`src/rtl/rcc_div_ratio_ctrl.sv`:
```
// Divider ratio update controller: accepts a new ratio, lets the divider settle,
// then waits for the synchronized enable feedback to match before signalling done.
module rcc_div_ratio_ctrl #(
    parameter int RATIO_WID   = 8,
    parameter int RST_RATIO   = 1,
    parameter int SETTLE_CYC  = 4,
    parameter int TIMEOUT_CYC = 64
) (
    input  logic                 i_clk,
    input  logic                 rst_n,
    input  logic                 req_valid,
    input  logic [RATIO_WID-1:0] req_ratio,
    output logic                 req_ready,
    output logic [RATIO_WID-1:0] ratio,
    input  logic                 div_en,
    output logic                 busy,
    output logic                 done,
    output logic                 done_err
);

    typedef enum logic [1:0] {
        IDLE    = 2'd0,
        SETTLE  = 2'd1,
        WAIT_EN = 2'd2,
        DONE    = 2'd3
    } state_t;

    localparam logic [RATIO_WID-1:0] RATIO_RST    = RATIO_WID'(RST_RATIO);
    localparam logic [15:0]          SETTLE_LD    = 16'(SETTLE_CYC - 1);
    localparam logic [15:0]          TIMEOUT_LAST = 16'(TIMEOUT_CYC - 1);
    localparam logic [15:0]          CNT_MAX      = 16'hFFFF;

    state_t               state, state_nxt;
    logic [15:0]          cnt, cnt_nxt;
    logic                 err, err_nxt;
    logic [RATIO_WID-1:0] ratio_nxt;
    logic                 en_meta, en_s;
    logic                 en_exp;

    // div_en comes from the divider's clock domain; two flops before any use.
    // NOTE: sequential state uses non-blocking (<=) so every flop samples pre-edge values.
    always_ff @(posedge i_clk or negedge rst_n) begin
        if (!rst_n) begin
            en_meta <= 1'b0;
            en_s    <= 1'b0;
        end else begin
            en_meta <= div_en;
            en_s    <= en_meta;
        end
    end

    always_ff @(posedge i_clk or negedge rst_n) begin
        if (!rst_n) begin
            state <= IDLE;
            cnt   <= '0;
            err   <= 1'b0;
            ratio <= RATIO_RST;
        end else begin
            state <= state_nxt;
            cnt   <= cnt_nxt;
            err   <= err_nxt;
            ratio <= ratio_nxt;
        end
    end

    assign en_exp = (ratio != '0);

    always_comb begin
        // NOTE: every signal gets a default first, so no path can infer a latch.
        state_nxt = state;
        cnt_nxt   = cnt;
        err_nxt   = err;
        ratio_nxt = ratio;
        unique case (state)
            IDLE: begin
                if (req_valid) begin
                    err_nxt = 1'b0;
                    if (req_ratio != ratio) begin
                        ratio_nxt = req_ratio;
                        cnt_nxt   = SETTLE_LD;
                        state_nxt = SETTLE;
                    end else begin
                        state_nxt = DONE;
                    end
                end
            end
            SETTLE: begin
                if (cnt == '0) begin
                    state_nxt = WAIT_EN;
                end else begin
                    cnt_nxt = cnt - 16'd1;
                end
            end
            WAIT_EN: begin
                // A match wins over a timeout landing in the same cycle.
                if (en_s == en_exp) begin
                    err_nxt   = 1'b0;
                    cnt_nxt   = '0;
                    state_nxt = DONE;
                end else if (cnt == TIMEOUT_LAST) begin
                    err_nxt   = 1'b1;
                    cnt_nxt   = '0;
                    state_nxt = DONE;
                end else if (cnt != CNT_MAX) begin
                    cnt_nxt = cnt + 16'd1;
                end
            end
            DONE: begin
                state_nxt = IDLE;
            end
            default: begin
                state_nxt = IDLE;
            end
        endcase
    end

    always_comb begin
        req_ready = 1'b0;
        busy      = 1'b1;
        done      = 1'b0;
        done_err  = 1'b0;
        if (state == IDLE) begin
            req_ready = 1'b1;
            busy      = 1'b0;
        end
        if (state == DONE) begin
            done     = 1'b1;
            done_err = err;
        end
    end

endmodule

```
`config.mk`:
```
export PLATFORM = sky130hd
export DESIGN_NAME = rcc_div_ratio_ctrl
export DESIGN_NICKNAME = d
export VERILOG_FILES = /design/src/rtl/rcc_div_ratio_ctrl.sv
export SDC_FILE = /design/constraint.sdc
export NUM_CORES = 1
export LEC_CHECK = 0
export ABC_AREA = 0
export CAP_MARGIN = 30
export CORE_ASPECT_RATIO = 1.1
export CORE_MARGIN = 5
export CORE_UTILIZATION = 45
export CTS_BUF_LIST = sky130_fd_sc_hd__clkbuf_2
export DETAILED_ROUTE_END_ITERATION = 10
export DONT_BUFFER_PORTS = 1
export PLACE_DENSITY = 0.66
export SYNTH_ARGS = -nofsm -noshare
export SYNTH_HDL_FRONTEND = slang
export SYNTH_SLANG_ARGS = --single-unit
```
`constraint.sdc`:
```
create_clock -name i_clk -period 3.2 [get_ports i_clk]
set_input_delay 0.48 -clock i_clk [delete_from_list [all_inputs] [get_ports i_clk]]
set_output_delay 0.48 -clock i_clk [all_outputs]
set_load 0.01 [all_outputs]
```
==> out/results.ini <==
[floorplan]
start_util_pct = 47.0
row_count = 26
die_area_mm2 = 0.00640
core_area_mm2 = 0.00468
ios = 24
dieWidth_um = 76.7
die_y_um = 83.4

[clocking]
clock_sinks = 29
htreeDepth = 2
cts_resized = 0
clkTransAtPathRegs_ns = 0.18
cts_buffers = 5
cts.path.max_buffers = 2
cts_tree = built
clock-root-buffer = clkbuf_2
clk_latency_ns = 0.39

[yosys]
synth_xor_area_share_pct = 6.76
synth_ff_type = dfrtp_1
syn_nets = 261
synthAdderAreaFrac_pct = 3.41
yosys_warnings = 0
yosysTopAreaCellShare_pct = 31.8
synth_compound_area_share_pct = 23.5
synth_edf_count = 0
synth_cells = 243
synthArstFlopShare_pct = 100
ys_seq_area_share_pct = 33.0
synth.area.mux_share_pct = 5.22
postSynthAreaPerCell_um2 = 9.07
synth_cell_type_count = 58
synth_area_leaders = dfrtp_1 (32%), xor2_1 (4.8%), mux2_2 (4.1%)
yosysTopAreaCell = dfrtp_1
synth-simple-area-share_pct = 21.5
ys_ff_latch = 29
synth_top_family_by_area = compound AO/OA/AOI/OAI gates
netlist_area_mm2 = 0.00220

[min_path]
hold-path-cell-count = 0
hold_end = en_meta$_DFF_PN0_
hp-start = div_en
hp-class = input port to flop

[power]
peakVddDrop_uv = 622
leakage_nw = 0.922
p_per_area_mw_per_mm2 = 1030
power_mw = 2.38

[timing]
worst_pin_slew_ns = 0.727
rsz0062_at_grt = false
setup_tns_ns = 0
hold_violations = 0
report.final.slew_viol_count = 0
relSlewSlack_pct = 51.6
finClkSkew_ns = 0.0274
setup_viol = 0
max_freq_mhz = 378
whs_ns = 0.0905
fin_crit_ns = 2.65
period_share_pct = 82.7

[detailed_routing]
drt_first_pass_iters = 5
ant_nets = 0
drc = 0
routed_via_density = 6.43
vias = 1896
drt-initial-drc-count = 156
routed_wl_um = 5320
routedWlPerCell_um = 18.0

[final_layout]
layout-area-overhead-vs-synth_pct = 5.05
layout-drive-gt1-share_pct = 16.7
final_cell_mix = dfrtp_1 (28), nand2_1 (17), o21ai_0 (16), nor2_1 (13)
antennaDiodeCount = 0
layout.nets = 256
post-route-cell-area_mm2 = 0.00231
stdcell_count = 295
layout_commonest_cell = dfrtp_1

[global_route]
antenna_found_initial = 0
grt_pass1_vias = 1849
grtUsageTotal_pct = 16.8
grt-ovfl-total = 0
grt_pass1_wl_um = 8920
grt_max_degree = 30

[setup_path]
critPathTopFamily = simple AND/OR/NAND/NOR gates
critical_path.max_stage_delay_ns = 0.50
worst-path-buf-inv = 2
slowest_stage = a311oi_1
r2r-start = state[0]$_DFFE_PN0P_
path_class = flop to flop
rrSetupSlack_ns = 0.55
required_ns = 3.52
cp_common_cell = inv_1
startpoint_type = flop
cp_cell_sequence = inv_1, ha_1, inv_1, nor2_1, a311oi_1, nand3_1, nor2_2, a32o_1
end_kind = flop
rr_endpoint = cnt[4]$_DFFE_PN0P_
cp_data_arrival_time_ns = 2.97
reg2regPathDepth = 8
crit_fanout = 9

[placement]
port_buffers = 0
dpl.cell_count = 285
dpl_cell_area_mm2 = 0.00219
dp_hpwl_um = 3800
gp_congestion = 0.860

[flow_run]
cap_violations = 0

[outcome]
status = completed

## report_power, final
part,total (mW),switching [mW],internal (mW)
clock network,0.357,0.147,0.209
logic,1.28,0.732,0.544
registers,0.750,0.255,0.495
## cells by family after synthesis
| group | count (synthesis) |
|---|---|
| muxes | 10 |
| adders and majority gates | 6 |
| xor gates and xnor gates | 17 |
| buffers and inverters | 29 |
| AOI/OAI and AO/OA | 72 |
| DFF | 29 |
| and+or+nand+nor | 80 |
## per-stage QoR
step	utilization, %	worst slack, ns
CTS	49.4	0.578
finish	49.4	0.553
global route	49.4	0.334
floorplan	-	0.996
detailed placement	46.8	0.658
global placement	46.8	0.737
## registers in the layout (all words and copies together), names as in the netlist
register / count
cnt: 16
en_meta: 1
err: 1
state: 2
en_s: 1
ratio: 8
## how the worst max path moves through the flow
stage / from / cells after the start / end / slack (ns)
floorplan: cnt[0]$_DFFE_PN0P_ / 8 / state[1]$_DFFE_PN0P_ / 1.0
global placement: state[0]$_DFFE_PN0P_ / 9 / cnt[15]$_DFFE_PN0P_ / 0.74
detailed placement: state[0]$_DFFE_PN0P_ / 9 / cnt[15]$_DFFE_PN0P_ / 0.66
CTS: state[0]$_DFFE_PN0P_ / 8 / cnt[4]$_DFFE_PN0P_ / 0.58
global route: state[0]$_DFFE_PN0P_ / 8 / cnt[4]$_DFFE_PN0P_ / 0.33
finish: state[0]$_DFFE_PN0P_ / 8 / cnt[4]$_DFFE_PN0P_ / 0.55
## synthesized netlist by cell type (2+ instances only)
cell,count
buf_6,4
and2b_2,2
a22o_1,6
xor2_1,12
a31oi_1,4
o31a_1,3
o22ai_1,2
dfrtp_1,28
and2_1,3
and3_2,2
and3_1,4
a21oi_1,11
nand3_1,10
ha_1,6
buf_2,6
a32oi_1,3
nor3b_1,3
o21bai_1,6
clkbuf_1,7
a211oi_1,2
o21ai_0,16
nand2_1,17
o32a_1,2
o31ai_1,3
nor4_1,3
nor4_2,3
inv_1,12
xnor2_1,5
o2bb2ai_1,2
nand4_1,9
mux2_2,8
nor2_1,13
## layer usage
layer  up-vias  GRT usage (%)  part of all wire, %  wire length, µm
met5         -              0                    0                0
met4         0           6.84                  2.8              150
li1        894              -                    -                -
met3        16           6.17                  9.3              494
met1       898           21.3                   43             2280
met2        88           25.5                   45             2390
## cell type report
type | count | area (µm²)
clock buffer | 5 | 25.0
clock inverter | 3 | 65.1
fill | 477 | 2370
inverter | 12 | 45.0
multi-input combinational | 185 | 1330
sequential | 29 | 727
tap | 56 | 70.1
timing repair buffer | 5 | 52.6
## timing repair
action	4_1_cts	5_1_grt
setup buffers	0	0
hold buffers	2	0
hold endpoints to repair	29	0
## worst register-to-register path, stage by stage (launching register included)
cell and delay [ns]:
dfrtp_1 0.43, inv_1 0.09, ha_1 0.22, inv_1 0.13
nor2_1 0.11, a311oi_1 0.50, nand3_1 0.41, nor2_2 0.46
a32o_1 0.23
No activity file was read; power rests on OpenSTA's default activity.
